--- src/rtl/openframe_gpio_ctrl.sv ---
// openframe_gpio_ctrl: register-mapped GPIO pad controller.
// Power-up safe-hold sequencing, per-pad output/OE/drive-mode/input-disable
// registers, input synchronizers and rising-edge interrupt status.
//
// state   | meaning
// --------+-----------------------------------------------------------
// ST_HOLD | post-reset safe hold; bus stalled, pads at reset values
// ST_RUN  | normal operation; one request accepted per two cycles
module openframe_gpio_ctrl #(
  parameter int NUM_PADS     = 44,
  parameter int SYNC_STAGES  = 2,
  parameter int PWRUP_CYCLES = 16
) (
  input  logic                wb_clk_i,
  input  logic                resetb_l,
  input  logic                cfg_valid,
  output logic                cfg_ready,
  input  logic                cfg_we,
  input  logic [7:0]          cfg_addr,
  input  logic [31:0]         cfg_wdata,
  output logic [31:0]         cfg_rdata,
  output logic                rsp_valid,
  input  logic [NUM_PADS-1:0] gpio_in,
  output logic [NUM_PADS-1:0] gpio_out,
  output logic [NUM_PADS-1:0] gpio_oeb,
  output logic [NUM_PADS-1:0] gpio_dm2,
  output logic [NUM_PADS-1:0] gpio_dm1,
  output logic [NUM_PADS-1:0] gpio_dm0,
  output logic [NUM_PADS-1:0] gpio_inp_dis,
  output logic                irq
);

  typedef enum logic {ST_HOLD = 1'b0, ST_RUN = 1'b1} state_e;

  state_e state_q, state_d;
  logic [7:0] cnt_q, cnt_d;

  logic [NUM_PADS-1:0] out_q, out_d;
  logic [NUM_PADS-1:0] oeb_q, oeb_d;
  logic [NUM_PADS-1:0] en_q, en_d;
  logic [NUM_PADS-1:0] stat_q, stat_d;
  logic [NUM_PADS-1:0] dm2_q, dm2_d;
  logic [NUM_PADS-1:0] dm1_q, dm1_d;
  logic [NUM_PADS-1:0] dm0_q, dm0_d;
  logic [NUM_PADS-1:0] inp_dis_q, inp_dis_d;
  logic [SYNC_STAGES-1:0][NUM_PADS-1:0] sync_q, sync_d;
  logic [NUM_PADS-1:0] prev_q, prev_d;
  logic                rsp_valid_q, rsp_valid_d;
  logic [31:0]         rdata_q, rdata_d;
  logic                irq_q, irq_d;

  logic                acc;
  logic                wr;
  logic [NUM_PADS-1:0] sync_in;
  logic [NUM_PADS-1:0] edge_set;
  logic [63:0]         out_x, oeb_x, in_x, en_x, stat_x;
  logic [31:0]         rd_mux;

  // FSM state register and power-up counter
  always_ff @(posedge wb_clk_i or negedge resetb_l) begin
    if (!resetb_l) begin
      state_q <= ST_HOLD;
      cnt_q   <= 8'd0;
    end else begin
      state_q <= state_d;
      cnt_q   <= cnt_d;
    end
  end

  // FSM next state: count out the hold window, then stay in RUN
  always_comb begin
    state_d = state_q;
    cnt_d   = cnt_q;
    if (state_q == ST_HOLD) begin
      if (cnt_q == 8'(PWRUP_CYCLES - 1)) state_d = ST_RUN;
      else                               cnt_d   = cnt_q + 8'd1;
    end
  end

  // FSM outputs: ready only in RUN and never while a response is on the bus
  always_comb begin
    cfg_ready = (state_q == ST_RUN) && !rsp_valid_q;
  end

  // Register file, synchronizer advance, edge capture and read mux
  always_comb begin
    out_d     = out_q;
    oeb_d     = oeb_q;
    en_d      = en_q;
    stat_d    = stat_q;
    dm2_d     = dm2_q;
    dm1_d     = dm1_q;
    dm0_d     = dm0_q;
    inp_dis_d = inp_dis_q;

    acc = cfg_valid && cfg_ready;
    wr  = acc && cfg_we;

    sync_d   = {sync_q[SYNC_STAGES-2:0], gpio_in};
    sync_in  = sync_q[SYNC_STAGES-1];
    prev_d   = sync_in;
    edge_set = sync_in & ~prev_q & ~inp_dis_q;

    for (int i = 0; i < NUM_PADS; i++) begin
      if (wr && cfg_addr == 8'(0 + i / 32)) out_d[i] = cfg_wdata[i % 32];
      if (wr && cfg_addr == 8'(2 + i / 32)) oeb_d[i] = cfg_wdata[i % 32];
      if (wr && cfg_addr == 8'(6 + i / 32)) en_d[i]  = cfg_wdata[i % 32];
      if (wr && cfg_addr == 8'(8 + i / 32) && cfg_wdata[i % 32]) stat_d[i] = 1'b0;
      if (wr && cfg_addr == 8'(16 + i)) begin
        dm0_d[i]     = cfg_wdata[0];
        dm1_d[i]     = cfg_wdata[1];
        dm2_d[i]     = cfg_wdata[2];
        inp_dis_d[i] = cfg_wdata[3];
      end
    end
    // A new edge overrides a same-cycle clear so no event is lost
    stat_d = stat_d | edge_set;

    out_x  = '0;
    oeb_x  = '0;
    in_x   = '0;
    en_x   = '0;
    stat_x = '0;
    out_x[NUM_PADS-1:0]  = out_q;
    oeb_x[NUM_PADS-1:0]  = oeb_q;
    in_x[NUM_PADS-1:0]   = sync_in;
    en_x[NUM_PADS-1:0]   = en_q;
    stat_x[NUM_PADS-1:0] = stat_q;

    rd_mux = '0;
    case (cfg_addr)
      8'h00:   rd_mux = out_x[31:0];
      8'h01:   rd_mux = out_x[63:32];
      8'h02:   rd_mux = oeb_x[31:0];
      8'h03:   rd_mux = oeb_x[63:32];
      8'h04:   rd_mux = in_x[31:0];
      8'h05:   rd_mux = in_x[63:32];
      8'h06:   rd_mux = en_x[31:0];
      8'h07:   rd_mux = en_x[63:32];
      8'h08:   rd_mux = stat_x[31:0];
      8'h09:   rd_mux = stat_x[63:32];
      default: rd_mux = '0;
    endcase
    for (int i = 0; i < NUM_PADS; i++) begin
      if (cfg_addr == 8'(16 + i)) rd_mux = {28'd0, inp_dis_q[i], dm2_q[i], dm1_q[i], dm0_q[i]};
    end

    rsp_valid_d = acc;
    rdata_d     = (acc && !cfg_we) ? rd_mux : 32'd0;
    irq_d       = |(stat_q & en_q);
  end

  // State flops; pads come up tristated with weak drive mode 001
  always_ff @(posedge wb_clk_i or negedge resetb_l) begin
    if (!resetb_l) begin
      out_q       <= '0;
      oeb_q       <= '1;
      en_q        <= '0;
      stat_q      <= '0;
      dm2_q       <= '0;
      dm1_q       <= '0;
      dm0_q       <= '1;
      inp_dis_q   <= '0;
      sync_q      <= '0;
      prev_q      <= '0;
      rsp_valid_q <= 1'b0;
      rdata_q     <= 32'd0;
      irq_q       <= 1'b0;
    end else begin
      out_q       <= out_d;
      oeb_q       <= oeb_d;
      en_q        <= en_d;
      stat_q      <= stat_d;
      dm2_q       <= dm2_d;
      dm1_q       <= dm1_d;
      dm0_q       <= dm0_d;
      inp_dis_q   <= inp_dis_d;
      sync_q      <= sync_d;
      prev_q      <= prev_d;
      rsp_valid_q <= rsp_valid_d;
      rdata_q     <= rdata_d;
      irq_q       <= irq_d;
    end
  end

  assign gpio_out     = out_q;
  assign gpio_oeb     = oeb_q;
  assign gpio_dm2     = dm2_q;
  assign gpio_dm1     = dm1_q;
  assign gpio_dm0     = dm0_q;
  assign gpio_inp_dis = inp_dis_q;
  assign rsp_valid    = rsp_valid_q;
  assign cfg_rdata    = rdata_q;
  assign irq          = irq_q;

endmodule

--- config.mk ---
export PLATFORM = sky130hd
export DESIGN_NAME = openframe_gpio_ctrl
export DESIGN_NICKNAME = d
export VERILOG_FILES = /design/src/rtl/openframe_gpio_ctrl.sv
export SDC_FILE = /design/constraint.sdc
export NUM_CORES = 1
export LEC_CHECK = 0
export CAP_MARGIN = 20
export CELL_PAD_IN_SITES_DETAIL_PLACEMENT = 0
export CELL_PAD_IN_SITES_GLOBAL_PLACEMENT = 1
export CORE_UTILIZATION = 48
export CTS_BUF_LIST = sky130_fd_sc_hd__clkbuf_8
export CTS_CLUSTER_DIAMETER = 60
export DETAILED_ROUTE_END_ITERATION = 6
export PLACE_DENSITY = 0.89
export SYNTH_ARGS = -nofsm -noshare
export SYNTH_HDL_FRONTEND = slang
export SYNTH_SLANG_ARGS = --single-unit
--- constraint.sdc ---
create_clock -name wb_clk_i -period 4.6 [get_ports wb_clk_i]
set_clock_uncertainty 0.2 [all_clocks]
set_input_delay 1.38 -clock wb_clk_i [delete_from_list [all_inputs] [get_ports wb_clk_i]]
set_output_delay 1.38 -clock wb_clk_i [all_outputs]
set_load 0.03 [all_outputs]
==> flow_metrics.py <==
metrics = {
    "clock_network": {
        "cts_max_path_buffers": 3,
        "numCtsBuffers": 86,
        "cts_max_level": 3,
        "root_buffer": "clkbuf_8",
        "clk_pin_slew_ps": 70,
        "cts_setup_buffers": 0,
        "post_cts_resized": 0,
        "cts_tree": "yes",
        "postCtsHoldBufs": 0,
        "clkSinkCount": 527,
        "clkLatencyLatePin_ps": 710,
    },
    "setup_path": {
        "crit_buf_inv": 1,
        "critPathArrivalTime_ps": 2140,
        "cp-start-kind": "flip-flop",
        "crit_chain": "clkdlybuf4s50_1",
        "crit_fanout": 4,
        "cp_slowest_cell": "clkdlybuf4s50_1",
        "cp_top_family": "buffers and inverters",
        "required_ps": 3020,
        "cpPeakStageDelay_ps": 780,
        "endpoint_kind": "primary output",
        "crit_type": "reg2out",
    },
    "drt": {
        "remaining_drc_errors": 0,
        "drt-pass1-iter-count": 5,
        "routed_wl_um": 87400,
        "final_antenna_net_count": 0,
        "vias": 18400,
        "wire_per_inst_um": 29.9,
        "viasPerCell": 6.29,
        "drt_iter0_drc": 1995,
    },
    "place": {
        "gp_congestion": 1.08,
        "dp_slack_ps": 286,
        "numPortBuffers": 386,
        "detailedPlacementHpwl_um": 63500,
    },
    "grt": {
        "grt_pass1_vias": 18500,
        "grt_use_total": 0.367,
        "antenna_found_initial": 0,
        "grt_overflow_total": 0,
        "grt_max_degree": 95,
        "grt_pass1_wl_um": 127000,
    },
    "final_layout": {
        "areaGrowthSynthToFinish_pct": 30.4,
        "drive_gt1_frac": 0.292,
        "n_fill_cell": 3597,
        "final_cell_mix": "439 x dfrtp_1, 382 x clkdlybuf4s50_1, 303 x mux2_2",
        "final_common_cell": "dfrtp_1",
        "nets": 2331,
    },
    "logic_synthesis": {
        "syn_nets": 1859,
        "avgSynthCellArea_um2": 12.8,
        "async_reset_ff_frac": 1.00,
        "synth_edf_count": 0,
        "ys_seq_area_frac": 0.586,
        "synth-main-ff-cell": "dfrtp_1",
        "synthDistinctLibCells": 87,
        "synth-seq-cells": 527,
        "yosysWarnings": 0,
        "syn_area_um2": 22700,
        "netlist_instances": 1770,
    },
    "power": {
        "p_comb_frac": 0.076,
        "switching_share": 0.255,
        "p_seq_frac": 0.491,
        "internal_power_mw": 7.33,
        "pwr_density_cell_nw_per_um2": 332,
        "p_switching_mw": 2.51,
        "pwr-share-clk": 0.432,
        "power.leakage_nw": 12.8,
        "peakVddDrop_uv": 209,
    },
    "timing": {
        "fin_ws_ps": 879,
        "final-hold-violation-count": 0,
        "worst_hold_slack_ps": 121,
        "fin_tns_setup_ps": 0,
        "rsz0062_at_grt": "false",
        "slew_headroom": 0.421,
        "drv_slew": 0,
        "post-route-min-period_ps": 3720,
        "setup_viol": 0,
        "fmax_mhz": 269,
        "min_period_over_period": 0.809,
        "worst_pin_slew_ps": 868,
    },
    "floorplan": {
        "chipWidth_um": 219,
        "die_area_um2": 48100,
        "pin_count": 387,
        "core-area_um2": 46600,
        "rows": 79,
        "initial_core_util": 0.487,
        "die_h_um": 219,
    },
    "job": {
        "max_cap_viol_count": 0,
    },
    "status": {
        "status": "complete, no violations",
    },
    "min_path": {
        "holdCritPathClass": "reg2reg",
    },
}
[through the flow]
step,std cells,utilization,total power [mW],instance area (µm²)
2_1_floorplan,1770,-,5.19,22700
3_3_place_gp,2761,0.596,5.64,27800
3_5_place_dp,2761,0.596,5.65,27800
4_1_cts,2922,0.635,9.87,29600
5_1_grt,2922,0.635,10.1,29600
6_report,2924,0.635,9.83,29600
[cell type report]
| class | instances | area [µm²] | share of cell area |
|---|---|---|---|
| Inverter | 11 | 41.3 | 0.00140 |
| Tap cell | 607 | 759 | 0.0257 |
| Clock inverter | 57 | 389 | 0.0132 |
| Sequential cell | 527 | 13300 | 0.450 |
| Multi-Input combinational cell | 1118 | 8770 | 0.296 |
| Clock buffer | 104 | 1430 | 0.0484 |
| Antenna cell | 2 | 5.00 | 0.000169 |
| Timing Repair Buffer | 498 | 4890 | 0.165 |
[path summary, 6_finish.rpt]
check                                 start                to  slack [ps]  depth (start not counted)
setup / recovery           gpio_inp_dis[15]  gpio_inp_dis[15]         880                          1
hold / removal                   sync_d[68]        prev_d[24]         120                          0
setup reg to reg                    state_q        stat_q[37]        1890                          8
hold reg to reg                  sync_d[68]        prev_d[24]         120                          0
max in group asynchronous          resetb_l      gpio_dm0[35]        2580                          3
min in group asynchronous          resetb_l        sync_d[72]         530                          1
[synthesized netlist by cell type, types with 6 or more instances]
cell type / number / area share
nor3b_1: 7 / 0.0023
nor2b_1: 13 / 0.0036
a22oi_1: 67 / 0.022
nand3_1: 13 / 0.0029
clkbuf_1: 41 / 0.0068
a211oi_1: 13 / 0.0043
nand2_1: 145 / 0.024
nor2_1: 86 / 0.014
dfstp_2: 88 / 0.10
and2_1: 8 / 0.0022
a221oi_1: 24 / 0.0093
o211ai_1: 11 / 0.0036
o21ai_0: 38 / 0.0084
nand2b_1: 17 / 0.0047
a21oi_1: 43 / 0.0095
a21o_1: 9 / 0.0030
nor4_1: 6 / 0.0017
buf_4: 11 / 0.0036
o22ai_1: 17 / 0.0047
buf_2: 53 / 0.012
buf_6: 7 / 0.0035
mux2_4: 10 / 0.0066
a31oi_1: 32 / 0.0088
dfrtp_1: 439 / 0.48
mux2i_1: 27 / 0.012
inv_1: 11 / 0.0018
nor3_1: 24 / 0.0053
a22o_1: 59 / 0.023
mux2_2: 303 / 0.15
o221ai_1: 10 / 0.0039
[metal layers]
layer / routed length [µm] / vias up / GRT usage
met3: 7550 / 221 / 0.0742
met2: 40100 / 1137 / 0.557
met5: 0 / - / 0
met4: 4180 / 0 / 0.181
met1: 35600 / 9508 / 0.503
li1: - / 7535 / -
[power groups by stage]
stage / Sequential, mW / Clock [mW] / Combinational (mW)
after global routing: 4.84 / 4.51 / 0.790
after detailed placement: 4.91 / 0 / 0.740
after CTS: 4.83 / 4.29 / 0.742
after floorplan: 4.94 / 0 / 0.242
after global placement: 4.90 / 0 / 0.731
final: 4.83 / 4.25 / 0.749
[state kept, by name, indices dropped and copies added (netlist names)]
| register | cells |
|---|---|
| prev_q | 44 |
| stat_q | 44 |
| gpio_out | 44 |
| gpio_oeb | 44 |
| gpio_dm0 | 44 |
| prev_d | 44 |
| sync_d | 44 |
| gpio_dm2 | 44 |
| irq | 1 |
| en_q | 44 |
| cfg_rdata | 32 |
| gpio_dm1 | 44 |
| gpio_inp_dis | 44 |
| state_q | 1 |
| cnt_q | 8 |
| rsp_valid | 1 |
[kinds of logic (layout without fill, tap and decap cells)]
family                     after synthesis  after routing  share of synthesized area
buffers and inverters                  125            670                     0.0278
and+or+nand+nor                        381            381                     0.0864
adders and majority gates                1              1                   0.000552
muxes                                  345            345                      0.171
other                                    0              2                          0
DFF                                    527            527                      0.586
AOI/OAI and AO/OA                      383            383                      0.124
xor gates and xnor gates                 8              8                    0.00309
Power figures use the tool's default switching activity.
